### src/rtl/sprite_animator.sv
// sprite_animator
//   Animates N_SPRITES one-pixel sprites on the 8x8 colour shield, sprite i on
//   row i. On each shield frame (rising edge of ready) the frame prescaler may
//   allow a step. Every sprite then moves one column, with wrap or bounce at the
//   edges. The block then issues a write burst to the shield: erase of the old
//   positions (if a move happened) followed by a draw of all current positions.
//
// Ports
//   clk          system clock
//   rst_n        asynchronous active-low reset
//   run          1 = sprites advance on step frames, 0 = frozen (still redrawn)
//   bounce       0 = wrap at edges, 1 = bounce at edges (sampled at step time)
//   step_div     frames per step minus one (sampled at prescaler reload)
//   ready        shield INPUT phase; writes only go out while high
//   write_en     one-cycle pixel write strobe
//   pixel_addr   {row, col} of the current write
//   pixel_value  RGB of the current write (zero for erase)
//   busy         a write burst is active or a frame is pending
module sprite_animator #(
    parameter int           N_SPRITES = 4,
    parameter int           DIV_W     = 8,
    parameter logic [191:0] PALETTE   = {8{24'hff0000}}
) (
    input  logic             clk,
    input  logic             rst_n,
    input  logic             run,
    input  logic             bounce,
    input  logic [DIV_W-1:0] step_div,
    input  logic             ready,
    output logic             write_en,
    output logic [5:0]       pixel_addr,
    output logic [23:0]      pixel_value,
    output logic             busy
);

    typedef enum logic [1:0] {S_IDLE, S_ERASE, S_DRAW} state_t;

    state_t           state_q, state_d;
    logic [2:0]       idx_q, idx_d;
    logic             ready_q;
    logic [DIV_W-1:0] presc_q, presc_d;
    logic             first_q, first_d;
    logic             pend_q, pend_d;
    logic [2:0]       col_q [N_SPRITES];
    logic [2:0]       col_d [N_SPRITES];
    logic [2:0]       old_q [N_SPRITES];
    logic [2:0]       old_d [N_SPRITES];
    logic             dir_q [N_SPRITES];   // 1 = moving right (+1)
    logic             dir_d [N_SPRITES];
    logic [5:0]       addr_hold_q, addr_hold_d;
    logic [23:0]      val_hold_q, val_hold_d;

    logic        tick, proc, step, move;
    logic [2:0]  sel_col, sel_old;
    logic [23:0] sel_pal;
    logic [5:0]  cur_addr;
    logic [23:0] cur_val;

    always_comb begin
        state_d     = state_q;
        idx_d       = idx_q;
        presc_d     = presc_q;
        first_d     = first_q;
        pend_d      = pend_q;
        addr_hold_d = addr_hold_q;
        val_hold_d  = val_hold_q;
        step        = 1'b0;
        move        = 1'b0;
        sel_col     = '0;
        sel_old     = '0;
        sel_pal     = '0;
        for (int i = 0; i < N_SPRITES; i++) begin
            col_d[i] = col_q[i];
            old_d[i] = old_q[i];
            dir_d[i] = dir_q[i];
        end

        tick = ready & ~ready_q;
        // A pending frame is served as soon as the FSM is back in IDLE.
        proc = (state_q == S_IDLE) & (tick | pend_q);

        if (proc) begin
            if (presc_q == '0) begin
                presc_d = step_div;
                step    = run;
            end else begin
                presc_d = presc_q - 1'b1;
            end
            // The very first frame only paints the start positions.
            move    = step & ~first_q;
            first_d = 1'b0;
            pend_d  = 1'b0;
            if (move) begin
                for (int i = 0; i < N_SPRITES; i++) begin
                    old_d[i] = col_q[i];
                    if (bounce && dir_q[i] && col_q[i] == 3'd7) begin
                        dir_d[i] = 1'b0;
                        col_d[i] = 3'd6;
                    end else if (bounce && !dir_q[i] && col_q[i] == 3'd0) begin
                        dir_d[i] = 1'b1;
                        col_d[i] = 3'd1;
                    end else begin
                        col_d[i] = dir_q[i] ? col_q[i] + 3'd1 : col_q[i] - 3'd1;
                    end
                end
            end
            state_d = move ? S_ERASE : S_DRAW;
            idx_d   = 3'd0;
        end else if (tick) begin
            // Tick during a burst: remember it, saturating at one.
            pend_d = 1'b1;
        end

        for (int i = 0; i < N_SPRITES; i++) begin
            if (idx_q == 3'(i)) begin
                sel_col = col_q[i];
                sel_old = old_q[i];
                sel_pal = PALETTE[24*i +: 24];
            end
        end

        cur_addr = {idx_q, (state_q == S_ERASE) ? sel_old : sel_col};
        cur_val  = (state_q == S_ERASE) ? 24'h000000 : sel_pal;
        // Gated directly by ready so no write leaves outside the INPUT phase.
        write_en = (state_q != S_IDLE) & ready;

        if (write_en) begin
            addr_hold_d = cur_addr;
            val_hold_d  = cur_val;
            if (idx_q == 3'(N_SPRITES - 1)) begin
                idx_d   = 3'd0;
                state_d = (state_q == S_ERASE) ? S_DRAW : S_IDLE;
            end else begin
                idx_d = idx_q + 3'd1;
            end
        end

        pixel_addr  = write_en ? cur_addr : addr_hold_q;
        pixel_value = write_en ? cur_val  : val_hold_q;
        busy        = (state_q != S_IDLE) | pend_q;
    end

    always_ff @(posedge clk or negedge rst_n) begin
        if (!rst_n) begin
            state_q     <= S_IDLE;
            idx_q       <= 3'd0;
            ready_q     <= 1'b0;
            presc_q     <= '0;
            first_q     <= 1'b1;
            pend_q      <= 1'b0;
            addr_hold_q <= '0;
            val_hold_q  <= '0;
            for (int i = 0; i < N_SPRITES; i++) begin
                col_q[i] <= (i % 2 == 0) ? 3'd0 : 3'd7;
                old_q[i] <= 3'd0;
                dir_q[i] <= (i % 2 == 0);
            end
        end else begin
            state_q     <= state_d;
            idx_q       <= idx_d;
            ready_q     <= ready;
            presc_q     <= presc_d;
            first_q     <= first_d;
            pend_q      <= pend_d;
            addr_hold_q <= addr_hold_d;
            val_hold_q  <= val_hold_d;
            for (int i = 0; i < N_SPRITES; i++) begin
                col_q[i] <= col_d[i];
                old_q[i] <= old_d[i];
                dir_q[i] <= dir_d[i];
            end
        end
    end

endmodule

### config.mk
export PLATFORM = sky130hd
export DESIGN_NAME = sprite_animator
export DESIGN_NICKNAME = d
export VERILOG_FILES = /design/src/rtl/sprite_animator.sv
export SDC_FILE = /design/constraint.sdc
export NUM_CORES = 1
export LEC_CHECK = 0
export CAP_MARGIN = 40
export CORE_UTILIZATION = 50
export CTS_CLUSTER_DIAMETER = 100
export DETAILED_ROUTE_END_ITERATION = 12
export PLACE_DENSITY = 0.76
export SLEW_MARGIN = 20
export SYNTH_ARGS = -nofsm -noshare
export SYNTH_HDL_FRONTEND = slang
export SYNTH_SLANG_ARGS = --single-unit
### constraint.sdc
create_clock -name clk -period 1.9 [get_ports clk]
set_input_delay 0.38 -clock clk [delete_from_list [all_inputs] [get_ports clk]]
set_output_delay 0.38 -clock clk [all_outputs]
set_load 0.01 [all_outputs]
; After elaboration in Yosys (flattened, before gate mapping)
; Index checks and enable logic that the tools add are counted.
[classes]
muxes = 49
add_sub_neg = 10
reduce_logical = 39
eq_ne = 8
bitwise = 8
[op_table]
columns = op, n
row1 = 24-bit 2-to-1 mux, 6
row2 = 3-bit 2-to-1 mux, 24
row3 = 1-bit logical AND, 16
row4 = "3-bit by 1-bit adder with 3-bit output, second input constant", 5
row5 = 3-bit logical NOT, 5
row6 = 2-bit nonzero test, 7
row7 = "3-bit == test, second input constant", 4
row8 = 1-bit 2-to-1 mux, 12
row9 = 3-bit AND reduction, 4
row10 = "3-bit by 1-bit subtractor with 3-bit output, second input constant", 4
row11 = 2-bit 2-to-1 mux, 5
row12 = 8-bit logical NOT, 1
row13 = 8-bit 2-to-1 mux, 1
row14 = "8-bit by 1-bit subtractor with 8-bit output, second input constant", 1
row15 = "3-bit by 2-bit == test with 1-bit output, second input constant", 2
row16 = 6-bit 2-to-1 mux, 1
row17 = 1-bit bitwise AND, 4
row18 = 1-bit logical NOT, 4
row19 = "3-bit by 1-bit == test with 1-bit output, second input constant", 1
row20 = "2-bit by 1-bit == test with 1-bit output, second input constant", 1
row21 = 2-bit logical NOT, 1
row22 = 1-bit inverter, 2
row23 = 1-bit bitwise OR, 2
row24 = 2-bit AND reduction, 1
[word_totals]
inputBits = 13
elab_cells = 134
reg_bits = 74

; Longest topological paths before layout
[logic_depth]
word_depth = 10
mapped_depth = 7
ltp_nobuf = 6

; Worst setup path before layout
; OpenSTA, ideal clock, no wires.
[synth_path]
path_kind = register -> output
from = register idx_q[0]
to = output pixel_addr[2]
t_required_ns = 1.520
n_path_buf = 1
slack_ns = -0.093
t_arrival_ns = 1.613
path_stages_with_launch = 8
cell_sequence = dfrtp_1 -> inv_1 -> ha_1 -> clkbuf_1 -> or2_2 -> a221o_1 -> a32oi_1 -> nand2_1
[synth_between]
elab_chain_len = 7
elab_cells_between_ends = 14
cone_classes = eq/ne (3) / mux (10) / reduce/logical (1)
[synth_lines]
columns = item, line
row1 = from (decl), 39  ; logic [2:0] idx_q, idx_d;
row2 = from (signal assigned), 160  ; idx_q <= idx_d;
row3 = 3-bit logical NOT, 115  ; if (idx_q == 3'(i)) begin
row4 = 3-bit 2-to-1 mux (4 in a row), 115
row5 = 3-bit 2-to-1 mux (*), 122  ; cur_addr = {idx_q, (state_q == S_ERASE) ? sel_old : sel_col};
row6 = 6-bit 2-to-1 mux (*), n/a
row7 = to (decl), 31  ; output logic [5:0] pixel_addr,
; Every way passes the cells marked *; elsewhere a longest branch is shown, timed or not.

; Final worst setup path
[layout_path]
from = register idx_q[1]
to = output pixel_addr[2]
; Same word-level chain as after synthesis.

==> impl_metrics.py <==
metrics = {
    "outcome": {
        "status": "complete, but fails checks",
        "violations": "negative setup slack",
    },
    "setup_path": {
        "r2r-start": "dir_q[1]",
        "setup.worst_path.start": "idx_q[1]",
        "cp_slowest_cell": "dfrtp_2",
        "cpMostUsedCell": "buf_6",
        "path_cells": "buf_6, inv_6, ha_4, nor2b_4, buf_6, a221o_1, a32oi_1, nand2_1, buf_2",
        "crit_type": "reg -> out",
        "cpPeakStageDelay_ns": 0.46,
        "crit_path_start_kind": "flop",
        "r2r_cells": 6,
        "crit_path_end_kind": "primary output",
        "timing.rr.end": "col_q[5]",
        "cp-endpoint": "pixel_addr[2]",
        "cp.required_ns": 1.52,
        "ff2ff_setup_slack_ns": 0.03,
        "cp.arrival_ns": 2.24,
        "path_max_fanout": 4,
    },
    "floorplan": {
        "die_height_um": 87.4,
        "core_area_um2": 6910,
        "ios": 45,
        "rows": 30,
        "die_w_um": 87.4,
        "die_area_um2": 7640,
        "start_util": 0.528,
    },
    "global_route": {
        "grt_max_degree": 75,
        "grt_overflow": 0,
        "grt_usage": 0.277,
        "grt_pass1_wl_mm": 16.0,
        "grt_pass1_vias": 3298,
        "antenna_found_initial": 0,
    },
    "pwr": {
        "p_per_area_nw_per_um2": 1160,
        "p_int_mw": 4.05,
        "vdd_drop_max_uv": 874,
        "p_comb_frac": 0.467,
        "power_mw": 6.39,
        "pwr-share-clk": 0.205,
        "power_frac_seq": 0.327,
        "p_leak_nw": 2.65,
        "p_sw_mw": 2.34,
        "netSwitchingFraction": 0.366,
    },
    "yosys": {
        "yosys_warnings": 0,
        "synth_area_per_cell_um2": 9.82,
        "synthDistinctLibCells": 54,
        "synth_area_leader_cell": "dfrtp_1",
        "synth_seq_area_share": 0.511,
        "synth_most_common_cell": "nand2_1",
        "synth_top_area_share": 0.446,
        "synthTopCellsByArea": "dfrtp_1, nand2_1, dfstp_2",
        "synthArstFlopShare": 1.00,
        "syn-cell-area_um2": 3640,
        "yosys_most_used_dff": "dfrtp_1",
        "synth_commonest_cells": "nand2_1, dfrtp_1, o21ai_0, nor2_1, and2_1",
        "ys_seq_elements": 74,
        "synth_edf_count": 0,
        "syn_inst": 371,
        "syn_nets": 394,
    },
    "route": {
        "wl_per_cell_um": 17.5,
        "drc_errors": 0,
        "vias_per_cell": 5.74,
        "vias": 3556,
        "firstDrtPassIters": 5,
        "antenna_left": 0,
        "routed_wl_mm": 10.8,
        "drt_iter0_drc": 307,
    },
    "finish": {
        "num-nets-final": 542,
        "drive_gt1_frac": 0.429,
        "area_delta_synth_final_pct": 50.9,
        "fillers": 413,
        "final_util": 0.797,
        "antenna_cells": 0,
    },
    "cts": {
        "cts-root-buf": "clkbuf_8",
        "cts_max_level": 3,
        "path_clk_slew_ns": 0.09,
        "numCtsBuffers": 9,
        "cts_hold_buffers": 0,
        "cts_buffer_depth": 2,
        "clock_sinks": 74,
        "clock_latency_ns": 0.37,
        "cts_tree": "built",
    },
    "sta": {
        "final_hold_viol_count": 0,
        "min_period_ns": 2.62,
        "tns_ns": -10.41,
        "max_freq_mhz": 381,
        "period_share": 1.38,
        "worst_pin_slew_ns": 0.574,
        "rsz0062_at_grt": "true",
        "fin_ws_ns": -0.725,
        "max_slew_margin": 0.612,
        "fin_hold_ws_ns": 0.0325,
        "slew_viol_final": 0,
        "skew_ns": 0.0111,
        "setup_viol": 31,
    },
    "place": {
        "io_buffers": 44,
        "place_congestion": 0.883,
        "dp_hpwl_mm": 5.66,
        "dpl_worst_slack_ns": -0.828,
    },
    "job": {
        "cap_violations": 0,
    },
    "worst_hold_path": {
        "hp-class": "in -> async",
    },
}
-- layout by cell type, fill, tap and decap left out, drive strengths merged, types with 6 or more instances in the layout --
cell type,n
buf,145
nand2,66
dfrtp,65
o21ai,34
nor2,23
and2,21
inv,18
clkdlybuf4s50,10
clkbuf,9
dfstp,9
a22oi,9
a21o,8
a21oi,8
o31ai,7
nand3,6
or3,6
ha,6
-- layout make-up --
class	count	area, µm²	share of cell area
sequential	74	1870	0.340
multi-input combinational	264	1870	0.339
timing repair buffer	156	1380	0.251
clock buffer	9	124	0.0225
tap	96	120	0.0218
clock inverter	7	85.1	0.0155
inverter	14	60.1	0.0109
-- metrics by stage --
step | cell area [µm²] | cells
4_1_cts | 5230 | 601
3_5_place_dp | 4610 | 553
2_1_floorplan | 3660 | 371
3_3_place_gp | 4610 | 553
6_report | 5500 | 620
5_1_grt | 5500 | 620
-- routing by layer --
| layer | vias to the layer above | part of all wire | global-route usage |
|---|---|---|---|
| li1 | 1607 | - | - |
| met1 | 1764 | 0.41 | 0.360 |
| met2 | 142 | 0.50 | 0.473 |
| met3 | 43 | 0.052 | 0.0398 |
| met4 | 0 | 0.035 | 0.101 |
| met5 | - | 0 | 0 |
-- cell families after synthesis --
family,share of synthesized area
flops,0.511
mux,0.00275
xor+xnor,0.00961
compound gates,0.187
simple gates,0.208
fa+ha+maj,0.0426
buf+inv,0.0384
-- worst max-delay path: cells and delay by family, from the launching register on --
family	cells	cell delay [ns]
and+or+nand+nor	2	0.20
buffers and inverters	4	0.47
DFF	1	0.46
adders and majority gates	1	0.18
AOI/OAI and AO/OA	2	0.57
-- timing repair --
item | in CTS | in global routing
hold endpoints to repair | 0 | 0
cloned | 3 | 0
resized for setup | 213 | 31
pin swaps | 27 | 17
buffers inserted | 31 | 26
setup endpoints to repair | 32 | 51
-- worst min-delay path by stage --
stage / end / startpoint / depth (start not counted) / slack, ns
finish: old_q[1] / rst_n / 2 / 0.03
global route: val_hold_q[6] / rst_n / 2 / 0.07
CTS: val_hold_q[19] / rst_n / 2 / 0.06
detailed placement: val_hold_q[19] / rst_n / 2 / 0.44
global placement: dir_q[0] / rst_n / 2 / 0.44
floorplan: addr_hold_q[0] / rst_n / 0 / 0.08
-- power groups by stage --
| stage | Clock, mW | Combinational [mW] | Sequential [mW] |
|---|---|---|---|
| 3_3_place_gp | 0 | 2.09 | 2.05 |
| 2_1_floorplan | 0 | 1.09 | 2.04 |
| 3_5_place_dp | 0 | 2.13 | 2.06 |
| 4_1_cts | 1.31 | 2.56 | 2.05 |
| 6_report | 1.31 | 2.99 | 2.09 |
| 5_1_grt | 1.39 | 3.17 | 2.12 |
-- flip-flops by register name (all words and copies together) (netlist names) --
register,cells
idx_q,3
old_q,12
pend_q,1
col_q,12
first_q,1
val_hold_q,24
dir_q,4
addr_hold_q,6
ready_q,1
presc_q,8
state_q,2
(Power assumes the default switching activity.)
